### src/rtl/serial_sub_pkg.sv
// rtl/serial_sub_pkg.sv - FSM state encoding and default width for the bit-serial subtractor
package serial_sub_pkg;

   localparam int DEFAULT_WIDTH = 8;

   typedef enum logic [1:0] {
      IDLE  = 2'd0,
      SHIFT = 2'd1,
      DONE  = 2'd2
   } state_t;

endpackage

### src/rtl/full_subtractor_cell.sv
// rtl/full_subtractor_cell.sv - one-bit full subtractor built from two half subtractors
module full_subtractor_cell (
   input  logic x,
   input  logic y,
   input  logic bin,
   output logic d,
   output logic bout
);

   logic hs1_d;
   logic hs1_b;
   logic hs2_b;

   // First half subtractor computes x - y, second subtracts the incoming borrow.
   assign hs1_d = x ^ y;
   assign hs1_b = ~x & y;
   assign d     = hs1_d ^ bin;
   assign hs2_b = ~hs1_d & bin;
   assign bout  = hs1_b | hs2_b;

endmodule

### src/rtl/bit_serial_subtractor.sv
// rtl/bit_serial_subtractor.sv - LSB-first serial a-b, one bit per clock
// SERIAL_SUB_SAT_EN: clamp diff to zero when the subtraction borrows.
module bit_serial_subtractor
   import serial_sub_pkg::*;
#(
   parameter int WIDTH = DEFAULT_WIDTH
) (
   input  logic             clk,
   input  logic             rst_n,
   input  logic             start,
   input  logic [WIDTH-1:0] a,
   input  logic [WIDTH-1:0] b,
   output logic             busy,
   output logic             done,
   output logic [WIDTH-1:0] diff,
   output logic             borrow_out
);

   localparam int CW = $clog2(WIDTH + 1);

   state_t           state_q, state_d;
   logic [WIDTH-1:0] a_sh_q, a_sh_d;
   logic [WIDTH-1:0] b_sh_q, b_sh_d;
   logic [WIDTH-1:0] res_q, res_d;
   logic             borrow_q, borrow_d;
   logic [CW-1:0]    cnt_q, cnt_d;
   logic [WIDTH-1:0] diff_q, diff_d;
   logic             bout_q, bout_d;

   logic             bit_d;
   logic             bit_bout;
   logic [WIDTH-1:0] res_shift;

   full_subtractor_cell u_cell (
      .x    (a_sh_q[0]),
      .y    (b_sh_q[0]),
      .bin  (borrow_q),
      .d    (bit_d),
      .bout (bit_bout)
   );

   always_comb begin
      state_d  = state_q;
      a_sh_d   = a_sh_q;
      b_sh_d   = b_sh_q;
      res_d    = res_q;
      borrow_d = borrow_q;
      cnt_d    = cnt_q;
      diff_d   = diff_q;
      bout_d   = bout_q;

      // Result fills from the MSB so after WIDTH steps bit 0 holds the first difference bit.
      res_shift            = res_q >> 1;
      res_shift[WIDTH-1]   = bit_d;

      case (state_q)
         IDLE, DONE: begin
            if (start) begin
               a_sh_d   = a;
               b_sh_d   = b;
               res_d    = '0;
               borrow_d = 1'b0;
               cnt_d    = '0;
               state_d  = SHIFT;
            end else begin
               state_d  = IDLE;
            end
         end
         SHIFT: begin
            a_sh_d   = a_sh_q >> 1;
            b_sh_d   = b_sh_q >> 1;
            res_d    = res_shift;
            borrow_d = bit_bout;
            cnt_d    = cnt_q + CW'(1);
            if (cnt_q == CW'(WIDTH - 1)) begin
`ifdef SERIAL_SUB_SAT_EN
               diff_d = bit_bout ? '0 : res_shift;
`else
               diff_d = res_shift;
`endif
               bout_d  = bit_bout;
               state_d = DONE;
            end
         end
         default: state_d = IDLE;
      endcase
   end

   always_ff @(posedge clk or negedge rst_n) begin
      if (!rst_n) begin
         state_q  <= IDLE;
         a_sh_q   <= '0;
         b_sh_q   <= '0;
         res_q    <= '0;
         borrow_q <= 1'b0;
         cnt_q    <= '0;
         diff_q   <= '0;
         bout_q   <= 1'b0;
      end else begin
         state_q  <= state_d;
         a_sh_q   <= a_sh_d;
         b_sh_q   <= b_sh_d;
         res_q    <= res_d;
         borrow_q <= borrow_d;
         cnt_q    <= cnt_d;
         diff_q   <= diff_d;
         bout_q   <= bout_d;
      end
   end

   assign busy       = (state_q == SHIFT);
   assign done       = (state_q == DONE);
   assign diff       = diff_q;
   assign borrow_out = bout_q;

endmodule
### config.mk
export PLATFORM = sky130hd
export DESIGN_NAME = bit_serial_subtractor
export DESIGN_NICKNAME = d
export VERILOG_FILES = /design/src/rtl/serial_sub_pkg.sv /design/src/rtl/full_subtractor_cell.sv /design/src/rtl/bit_serial_subtractor.sv
export SDC_FILE = /design/constraint.sdc
export NUM_CORES = 1
export LEC_CHECK = 0
export CELL_PAD_IN_SITES_DETAIL_PLACEMENT = 1
export CELL_PAD_IN_SITES_GLOBAL_PLACEMENT = 1
export CORE_ASPECT_RATIO = 0.6
export CORE_MARGIN = 5
export CORE_UTILIZATION = 36
export DETAILED_ROUTE_END_ITERATION = 10
export GPL_ROUTABILITY_DRIVEN = 0
export PLACE_DENSITY = 0.81
export RECOVER_POWER = 50
export SLEW_MARGIN = 25
export SYNTH_ARGS = -nofsm -noshare
export SYNTH_HDL_FRONTEND = slang
export SYNTH_SLANG_ARGS = --single-unit
### constraint.sdc
create_clock -name clk -period 1.7 [get_ports clk]
set_clock_uncertainty 0.1 [all_clocks]
set_input_delay 0.255 -clock clk [delete_from_list [all_inputs] [get_ports clk]]
set_output_delay 0.255 -clock clk [all_outputs]
set_load 0.01 [all_outputs]
Word level (Yosys, flattened, before mapping) --
Index checks and enable logic that the tools add are counted.
Cells by class: div/mod/pow operators 0, eq/ne operators 5, muxes and demuxes 13, order comparisons 0, shift-type cells 0, bitwise logic cells 7, reductions and logical operators 5, multiply operators 0, $add $sub $neg 1
Operators by type and width (number):
- one-hot mux 8 bit (2 select lines) | 3
- two-way mux 8 bit | 3
- one-hot mux 4 bit (2 select lines) | 1
- adder 4 x 1 -> 4 bit, second input constant | 1
- == test 4 x 3 -> 1 bit, second input constant | 1
- two-way mux 4 bit | 1
- one-hot mux 2 bit (2 select lines) | 1
- AND reduction 2 bit | 2
- AND 1 bit | 2
- == test 2 x 1 -> 1 bit, second input constant | 1
- == test 2 bit, second input constant | 1
- zero test 2 bit | 1
- two-way mux 1 bit | 2
- two-way mux 2 bit | 1
- inequality test 2 x 1 -> 1 bit, second input constant | 1
- inequality test 2 bit, second input constant | 1
- NOT 1 bit | 2
- one-hot mux 1 bit (2 select lines) | 1
- nonzero test 2 bit | 1
- OR reduction 2 bit | 1
- XOR 1 bit | 2
- bitwise OR 1 bit | 1
Word-level totals: output and inout port bits 11, logic and storage cells 39, memories 0, register bits 40, memory bits (read-only) 0, bits in writable memories 0, bits of input ports 19, bits in latches 0

Logic depth before layout (Yosys ltp) --
depth after elaboration 5, gate-level depth with buffers 7, gate-level depth less buffers 4

Hierarchy --
From an unflattened synthesis, not the netlist that was laid out.
Unflattened totals: cell total of the unflattened synthesis 117, area total of the unflattened synthesis 1602.8 sq um
Modules (own cells, without submodules):
- bit_serial_subtractor | sequential area each 975.9 sq um, times used 1, area each 1571.5 sq um, cells each 113
- full_subtractor_cell | sequential area each 0.0 sq um, times used 1, area each 31.3 sq um, cells each 4

Least setup slack after synthesis --
OpenSTA, ideal clock, no wires.
path type register to register, from register state_q[1], to register diff_q[0], in the netlist diff[0], setup time 125 ps, period minus slack after synthesis 1561 ps, required time 1475 ps, setup slack 139 ps, cell stages (with the launch flop) 5, path buffers 1, data arrival time 1336 ps, cell sequence dfrtp_1 -> nand2b_1 -> buf_6 -> nor3_4 -> mux2_2
On the way: word-level cells in the longest chain between the ends 2
Ends and longest elaborated chain:
- start, declared | RTL line bit_serial_subtractor.sv:21 | state_t state_q, state_d;
- start signal, assigned | RTL line bit_serial_subtractor.sv:100 | state_q <= state_d;
- == test 2 x 1 -> 1 bit | RTL line bit_serial_subtractor.sv:56 | case (state_q)
- AND reduction 2 bit (no source line)
- end signal, assigned | RTL line bit_serial_subtractor.sv:106 | diff_q <= diff_d;
- end, declared | RTL line bit_serial_subtractor.sv:27 | logic [WIDTH-1:0] diff_q, diff_d;
Every way passes these cells. A chain may end at the register's enable or synchronous reset.

Worst setup path in the final report --
from register state_q[1], to output port busy
On the way: word-level cells in the longest chain between the ends 1
Ends and longest elaborated chain:
- == test 2 x 1 -> 1 bit | RTL line bit_serial_subtractor.sv:111 | assign busy = (state_q == SHIFT);
- end, declared | RTL line bit_serial_subtractor.sv:13 | output logic busy,
Every way passes these cells.

==> impl_metrics.ini <==
[outcome]
outcome = complete, no violations

[global_route]
overflow = 0
grt_usage = 0.153
grt_max_degree = 40
grt_pass1_wl_mm = 6.74
antenna_found_initial = 0
grt_pass1_vias = 1300

[sta]
fin_crit_ps = 1620
max-slew-margin-rel = 0.427
tightest_slew_ps = 860
setup_tns_ps = 0
max_freq_ghz = 0.618
rsz0062_at_grt = false
setup_viol = 0
slew_viol_final = 0
setup_ws_ps = 81.5
min_period_over_period = 0.952
hold_violations = 0

[clock_network]
clk_latency_ps = 280
clk_pin_slew_ps = 70
clk_path_buf_depth = 2
htreeDepth = 2
cts_made_buffers = 5
cts-root-buf = clkbuf_8
clock_sinks = 39
post_cts_buffers = 0
cts_tree = done

[hold_path]
hold_class = reg -> reg

[layout]
layout.nets = 188
post-route-util = 0.493
final_cell_mix = 39 x dfrtp_1, 26 x clkdlybuf4s50_1, 16 x nand2_1
instances_no_fill = 226
drive_above_1_share = 0.151
fillCellCount = 463
area_growth_pct = 29.1
antennaDiodeCount = 0
final_common_cell = dfrtp_1

[routing]
postRouteAntennaNets = 0
drt-pass1-iter-count = 4
via_count = 1173
routed_wl_mm = 4.00
first_iter_violations = 52
drt_drc_violations_left = 0
wl_per_cell_um = 17.7
viasPerCell = 5.19

[setup_path]
path_max_fanout = 4
cp_data_arrival_time_ps = 1260
critPathCaptureType = output pin
required_ps = 1340
start_kind = flop
crit_type = reg -> out

[power_and_ir_drop]
power.density_nw_per_um2 = 1810
peakVddDrop_uv = 736
p_leak_nw = 0.954

[synthesis]
synth_edf_count = 0
syn-num-nets = 153
syn_area_um2 = 1610
ys_seq_elements = 39
synthFlopType = dfrtp_1
seq_area_frac_synth = 0.606
ys_async_sr_fraction = 1.00
synthDistinctLibCells = 24
ys_warn_count = 0
syn-mean-instance-area_um2 = 12.2
synthCells = 132

[job]
max_cap_violations = 0

[placed_design]
place_ws_ps = -48.3
hpwlAfterDp_mm = 2.86
port-buffer-count = 29
dp.cells = 219

[floorplanning]
num_io_pins = 30
die_x_um = 96.3
start_util = 0.382
core_um2 = 4210
rows = 18
dieArea_um2 = 5950
die_h_um = 61.8
registers in the layout, indices dropped and copies added, names as in the netlist:
signal and flops:
res_q 7, state_q 2, b_sh_q 8, cnt_q 4, diff 8, borrow_q 1, a_sh_q 8, borrow_out 1
through the flow:
step	instance area [um2]	power, mW	hold WS, ps
floorplan	1610	2.55	-141
global placement	1990	3.06	227
detailed placement	1990	3.19	241
CTS	2080	3.80	416
global route	2080	4.05	431
finish	2080	3.77	410
per-layer routing:
metal,part of all wire,up-vias,GRT usage
met5,0,-,0
met4,0.015,0,0.0419
met3,0.053,8,0.0493
met2,0.44,36,0.235
met1,0.49,591,0.212
li1,-,538,-
repair_timing:
action,4_1_cts,5_1_grt
endpoints found under the setup margin,13,11
hold buffers,1,0
gates resized for setup,6,2
endpoints found under the hold margin,39,0
layout make-up:
| type | instances | area (um2) | area share |
|---|---|---|---|
| Tap cell | 60 | 75.1 | 0.0361 |
| Clock buffer | 6 | 72.6 | 0.0349 |
| Timing Repair Buffer | 37 | 365 | 0.176 |
| Multi-Input combinational cell | 80 | 574 | 0.276 |
| Inverter | 4 | 15.0 | 0.00722 |
| Sequential cell | 39 | 976 | 0.470 |
report_power, final:
| part | leakage, nW | switching (mW) | total, mW | internal [mW] |
|---|---|---|---|---|
| registers | 0.496 | 0.280 | 1.62 | 1.34 |
| logic | 0.421 | 0.782 | 1.57 | 0.792 |
| clock network | 0.0371 | 0.299 | 0.573 | 0.274 |
| total | 0.954 | 1.36 | 3.77 | 2.41 |
path summary, 6_finish.rpt:
kind | from | to | slack (ps) | cells past startpoint
worst max-delay path | state_q[1]$_DFFE_PN0P_ | busy | 80 | 3
worst min-delay path | a_sh_q[6]$_DFFE_PN0P_ | a_sh_q[6]$_DFFE_PN0P_ | 410 | 2
worst max register to register | state_q[1]$_DFFE_PN0P_ | res_q[4]$_DFFE_PN0P_ | 90 | 6
worst min register to register | a_sh_q[6]$_DFFE_PN0P_ | a_sh_q[6]$_DFFE_PN0P_ | 410 | 2
max in group asynchronous | rst_n | res_q[2]$_DFFE_PN0P_ | 340 | 3
min in group asynchronous | rst_n | borrow_out$_DFFE_PN0P_ | 620 | 3
cell families after synthesis:
| kind of cell | Yosys count | share of synthesized area |
|---|---|---|
| XOR/XNOR | 1 | 0.00544 |
| buffers and inverters | 13 | 0.0388 |
| adder cells (fa/ha/maj) | 2 | 0.0202 |
| multiplexers | 11 | 0.0746 |
| AO/OA/AOI/OAI | 27 | 0.135 |
| flip-flops | 39 | 0.606 |
| AND/OR/NAND/NOR | 39 | 0.120 |
critical path, cell delays in order (launching register included):
cell,delay [ps]
dfrtp_1,380
nand2b_2,240
inv_2,110
clkdlybuf4s15_2,250
cell usage after synthesis, types with 2 or more instances:
cell	count	area share
nand2_1	16	0.037
inv_1	4	0.0093
mux2_2	8	0.056
mux2i_1	3	0.019
a22oi_1	13	0.061
nand2b_1	2	0.0078
clkbuf_1	3	0.0070
nor2b_1	2	0.0078
nor2_1	2	0.0047
nand3_1	13	0.040
dfrtp_1	39	0.61
buf_2	5	0.016
a22o_1	11	0.060
No activity file was read; power rests on OpenSTA's default activity.
